### src/rtl/pulse_train_gen_if.sv
// Pulse train generator request/status bundle.
// master drives the request side, slave is the generator itself.
interface pulse_train_gen_if #(
  parameter int unsigned CNT_W = 8,
  parameter int unsigned REP_W = 8
);
  logic             start;
  logic [CNT_W-1:0] high_len;
  logic [CNT_W-1:0] low_len;
  logic [REP_W-1:0] num_pulses;
  logic             abort;
  logic             sig_out;
  logic             busy;
  logic             done;
  logic [REP_W-1:0] pulses_left;

  modport master (
    output start,
    output high_len,
    output low_len,
    output num_pulses,
    output abort,
    input  sig_out,
    input  busy,
    input  done,
    input  pulses_left
  );

  modport slave (
    input  start,
    input  high_len,
    input  low_len,
    input  num_pulses,
    input  abort,
    output sig_out,
    output busy,
    output done,
    output pulses_left
  );
endinterface

### src/rtl/pulse_train_gen.sv
// Pulse train generator: one accepted start request produces num_pulses
// square pulses of high_len high cycles separated by max(low_len,1) low
// cycles. Every output comes straight from a flop.
module pulse_train_gen #(
  parameter int unsigned CNT_W = 8,
  parameter int unsigned REP_W = 8
) (
  input logic               clk,
  input logic               rstn,
  pulse_train_gen_if.slave  bus
);

  typedef enum logic [1:0] {
    StIdle,
    StHigh,
    StLow
  } state_e;

  state_e           state_q, state_d;
  logic [CNT_W-1:0] cnt_q, cnt_d;
  logic [CNT_W-1:0] high_q, high_d;
  logic [CNT_W-1:0] low_q, low_d;
  logic [REP_W-1:0] left_q, left_d;
  logic             done_q, done_d;
  logic             sig_q, sig_d;
  logic             busy_q, busy_d;

  // Low phase reload value; a zero low_len still yields one low cycle.
  logic [CNT_W-1:0] low_load;
  assign low_load = (low_q == '0) ? '0 : low_q - CNT_W'(1);

  // Next-state, counter and config latch logic.
  always_comb begin
    state_d = state_q;
    cnt_d   = cnt_q;
    high_d  = high_q;
    low_d   = low_q;
    left_d  = left_q;
    done_d  = 1'b0;

    unique case (state_q)
      StIdle: begin
        if (bus.start && !bus.abort) begin
          high_d = bus.high_len;
          low_d  = bus.low_len;
          if (bus.high_len == '0 || bus.num_pulses == '0) begin
            // Nothing to emit: report completion without going busy.
            done_d = 1'b1;
            left_d = '0;
          end else begin
            state_d = StHigh;
            cnt_d   = bus.high_len - CNT_W'(1);
            left_d  = bus.num_pulses - REP_W'(1);
          end
        end
      end

      StHigh: begin
        if (bus.abort) begin
          state_d = StIdle;
          cnt_d   = '0;
          left_d  = '0;
        end else if (cnt_q != '0) begin
          cnt_d = cnt_q - CNT_W'(1);
        end else if (left_q != '0) begin
          state_d = StLow;
          cnt_d   = low_load;
        end else begin
          // Last pulse ends without a trailing low phase.
          state_d = StIdle;
          done_d  = 1'b1;
        end
      end

      StLow: begin
        if (bus.abort) begin
          state_d = StIdle;
          cnt_d   = '0;
          left_d  = '0;
        end else if (cnt_q != '0) begin
          cnt_d = cnt_q - CNT_W'(1);
        end else begin
          state_d = StHigh;
          cnt_d   = high_q - CNT_W'(1);
          left_d  = left_q - REP_W'(1);
        end
      end

      default: begin
        state_d = StIdle;
        cnt_d   = '0;
        left_d  = '0;
      end
    endcase

    // Outputs are registered copies of the next state decode.
    sig_d  = (state_d == StHigh);
    busy_d = (state_d != StIdle);
  end

  // State, counters, latched config and registered outputs.
  always_ff @(posedge clk or negedge rstn) begin
    if (!rstn) begin
      state_q <= StIdle;
      cnt_q   <= '0;
      high_q  <= '0;
      low_q   <= '0;
      left_q  <= '0;
      done_q  <= 1'b0;
      sig_q   <= 1'b0;
      busy_q  <= 1'b0;
    end else begin
      state_q <= state_d;
      cnt_q   <= cnt_d;
      high_q  <= high_d;
      low_q   <= low_d;
      left_q  <= left_d;
      done_q  <= done_d;
      sig_q   <= sig_d;
      busy_q  <= busy_d;
    end
  end

  assign bus.sig_out     = sig_q;
  assign bus.busy        = busy_q;
  assign bus.done        = done_q;
  assign bus.pulses_left = left_q;

endmodule

### src/flat_wrapper.sv
// flat-port wrapper written by rule: the top's interface ports become plain ports
module pulse_train_gen_flat 
#(
  parameter int unsigned CNT_W = 8,
  parameter int unsigned REP_W = 8
)
  (clk, rstn, bus_start, bus_high_len, bus_low_len, bus_num_pulses, bus_abort, bus_sig_out, bus_busy, bus_done, bus_pulses_left);
  pulse_train_gen_if #(.CNT_W(CNT_W), .REP_W(REP_W)) bus_i ();
  input logic clk;
  input logic rstn;
  input wire logic [$bits(bus_i.start)-1:0] bus_start;
  input wire logic [$bits(bus_i.high_len)-1:0] bus_high_len;
  input wire logic [$bits(bus_i.low_len)-1:0] bus_low_len;
  input wire logic [$bits(bus_i.num_pulses)-1:0] bus_num_pulses;
  input wire logic [$bits(bus_i.abort)-1:0] bus_abort;
  output wire logic [$bits(bus_i.sig_out)-1:0] bus_sig_out;
  output wire logic [$bits(bus_i.busy)-1:0] bus_busy;
  output wire logic [$bits(bus_i.done)-1:0] bus_done;
  output wire logic [$bits(bus_i.pulses_left)-1:0] bus_pulses_left;
  assign bus_i.start = bus_start;
  assign bus_i.high_len = bus_high_len;
  assign bus_i.low_len = bus_low_len;
  assign bus_i.num_pulses = bus_num_pulses;
  assign bus_i.abort = bus_abort;
  assign bus_sig_out = bus_i.sig_out;
  assign bus_busy = bus_i.busy;
  assign bus_done = bus_i.done;
  assign bus_pulses_left = bus_i.pulses_left;
  pulse_train_gen #(.CNT_W(CNT_W), .REP_W(REP_W)) u_core (.clk(clk), .rstn(rstn), .bus(bus_i));
endmodule
### config.mk
export PLATFORM = sky130hd
export DESIGN_NAME = pulse_train_gen_flat
export DESIGN_NICKNAME = d
export VERILOG_FILES = /design/src/rtl/pulse_train_gen_if.sv /design/src/rtl/pulse_train_gen.sv /design/src/flat_wrapper.sv
export SDC_FILE = /design/constraint.sdc
export NUM_CORES = 1
export LEC_CHECK = 0
export CAP_MARGIN = 40
export CORE_MARGIN = 10
export CORE_UTILIZATION = 50
export CTS_BUF_LIST = sky130_fd_sc_hd__clkbuf_16
export CTS_CLUSTER_DIAMETER = 60
export DETAILED_ROUTE_END_ITERATION = 8
export HOLD_SLACK_MARGIN = 0.08
export PLACE_DENSITY = 0.77
export SLEW_MARGIN = 20
export SYNTH_ARGS = -nofsm -noshare
export SYNTH_HDL_FRONTEND = slang
export SYNTH_SLANG_ARGS = --single-unit
### constraint.sdc
create_clock -name clk -period 2 [get_ports clk]
set_input_delay 0.5 -clock clk [delete_from_list [all_inputs] [get_ports clk]]
set_output_delay 0.5 -clock clk [all_outputs]
set_load 0.005 [all_outputs]
==> results_dict.tcl <==
set metrics [dict create \
    status "complete, but fails checks" \
    failed_checks "negative setup slack" \
    max_stage_delay_ps 420 \
    ant_nets 0 \
    ys_async_sr_fraction 1.00 \
    p_total_mw 4.11 \
    finalCritPeriodShare 1.03 \
    drt-total-wl_um 9330 \
    clk_latency_ps 280 \
    final_common_cell "buf_4" \
    cp_slowest_cell "or3b_4" \
    finalCoreUtilization 0.828 \
    crit_path_start_kind "flip-flop" \
    fin_ws_ps -62.1 \
    worstPathCellList "inv_1, ha_2, or3b_4, buf_6, nor2_8, nand2_2, o32a_1, a31oi_4" \
    vdd.ir_drop.worst_mv 0.529 \
    syn_nets 329 \
    hp-class "in -> async" \
    path_clk_slew_ps 60 \
    first_pass_iters 6 \
    grt_util_all_layers 0.209 \
    grt_pass1_vias 3060 \
    power_density_mw_per_mm2 961 \
    initial_core_util 0.519 \
    cts_tree "built" \
    cts_max_path_buffers 2 \
    relSlewSlack 0.604 \
    drive_gt1_frac 0.423 \
    synth_seq_cells 37 \
    hold_viol_final 0 \
    routabilityCongestion 1.01 \
    drv_slew 0 \
    place_area_mm2 0.00375 \
    seq_area_frac_synth 0.345 \
    viasPerCell 6.07 \
    wire_per_inst_um 19.0 \
    ys_warn_count 0 \
    grt_pass1_wl_um 14800 \
    num_antenna_cells 0 \
    gr-total-overflow 0 \
    crit_path_end_kind "flip-flop" \
    cap_violations 0 \
    synthCells 293 \
    drc 0 \
    num_rows 26 \
    period_needed_ps 2060 \
    drt_iter0_drc 209 \
    final_nets 456 \
    clock_sinks 37 \
    htreeDepth 2 \
    clock_skew_ps 7.60 \
    syn_area_mm2 0.00268 \
    cp.required_ps 2210 \
    core_area_mm2 0.00517 \
    crit_family "simple AND/OR/NAND/NOR gates" \
    most-common-layout-cells "buf_4, dfrtp_1, clkdlybuf4s50_1, nor2_1, nand2_1" \
    place.detailed.hpwl_um 6610 \
    syn_to_final_growth_pct 59.5 \
    final_area_mm2 0.00428 \
    io_buffers 38 \
    critical_path.max_fanout 6 \
    holdWs_ps 256 \
    die-area_mm2 0.00870 \
    p_leak_nw 1.83 \
    numCtsBuffers 5 \
    grt_start_max_net_pins 38 \
    synth_flop_cell "dfrtp_1" \
    setup_violations 11 \
    ios 39 \
    synth_edf_count 0 \
    antenna_found_initial 0 \
    cp.arrival_ps 2270 \
    ctsRootBufferMaster "clkbuf_16" \
    syn_avg_cell_area_um2 9.16 \
    tightest_slew_ps 590 \
    vias 2981 \
    synthDistinctLibCells 64 \
    die_height_um 93.3 \
    worstSetupPathType "reg -> reg" \
    place_ws_ps -572 \
    die_w_um 93.3 \
    max_freq_mhz 485 \
    rsz0062_at_grt "yes" \
    crit_buf_inv 2 \
]
==> cell usage after synthesis (8+ instances only) <==
master   instances  area (µm²)
dfrtp_1         37         926
nor2_1          26        97.6
nand2_1         21        78.8
o21ai_0         20         100
inv_1           14        52.6
xnor2_1         14         123
mux2_2          13         146
o21ai_1         10        50.1
a21oi_1          9        45.0
o31ai_1          9        67.6
ha_1             8         100
xor2_1           8        70.1
==> what timing repair did <==
action	CTS	global route
resized for setup	43	44
endpoints found under the hold margin	0	0
endpoints found under the setup margin	20	14
hold buffers	0	0
setup buffers	2	7
pin swaps	25	12
==> through the flow <==
stage                     cells  setup TNS, ps
after floorplan             293          -37.0
after global placement      475         -10430
after detailed placement    475         -12250
after CTS                   485          -62.1
after global routing        491          -1110
final                       491           -323
==> power by group <==
group | internal, mW | switching, mW | total (mW)
registers | 0.939 | 0.196 | 1.14
clock network | 0.579 | 0.307 | 0.887
logic | 1.09 | 1.00 | 2.09
total | 2.61 | 1.50 | 4.11
==> worst paths after layout <==
path | startpoint | end | slack, ps | depth (start not counted)
worst max-delay path | u_core.cnt_q[0] | u_core.cnt_q[5] | -60 | 8
worst min-delay path | rstn | u_core.cnt_q[2] | 260 | 2
worst max register to register | u_core.cnt_q[0] | u_core.cnt_q[5] | -60 | 8
worst min register to register | u_core.high_q[7] | u_core.high_q[7] | 560 | 1
max in group asynchronous | rstn | u_core.cnt_q[1] | 1370 | 2
min in group clk | u_core.high_q[7] | u_core.high_q[7] | 560 | 1
==> worst reg2reg max path: stages, from the launching register on <==
cell	delay, ps
dfrtp_1	400
inv_1	70
ha_2	200
or3b_4	420
buf_6	140
nor2_8	180
nand2_2	70
o32a_1	390
a31oi_4	140
==> per-layer routing <==
layer	share of wire	routed length, µm	up-vias	global-route usage
met3	0.064	601	31	0.0576
met1	0.40	3690	1467	0.237
met4	0.038	357	0	0.0810
met2	0.50	4680	137	0.364
met5	0	0	-	0
li1	-	-	1346	-
==> sequential cells by signal (all words and copies together) (netlist names) <==
name                    count
u_core.bus.pulses_left      8
u_core.bus.busy             1
u_core.cnt_q                8
u_core.state_q              2
u_core.high_q               8
u_core.low_q                8
u_core.bus.done             1
u_core.bus.sig_out          1
==> cells by family after synthesis <==
logic type	Yosys count	share of synthesized area
multiplexers	14	0.0587
flip-flops	37	0.345
buffers and inverters	24	0.0373
AND/OR/NAND/NOR	102	0.228
adder cells (fa/ha/maj)	8	0.0373
AO/OA/AOI/OAI	86	0.221
XOR/XNOR	22	0.0718
==> final cells by class <==
| type | instances | area (µm²) |
|---|---|---|
| clock inverter | 3 | 37.5 |
| inverter | 14 | 52.6 |
| fill | 302 | 892 |
| timing repair buffer | 130 | 1120 |
| multi-input combinational | 232 | 1930 |
| clock buffer | 5 | 125 |
| tap | 70 | 87.6 |
| sequential | 37 | 926 |
(Power assumes the default switching activity.)
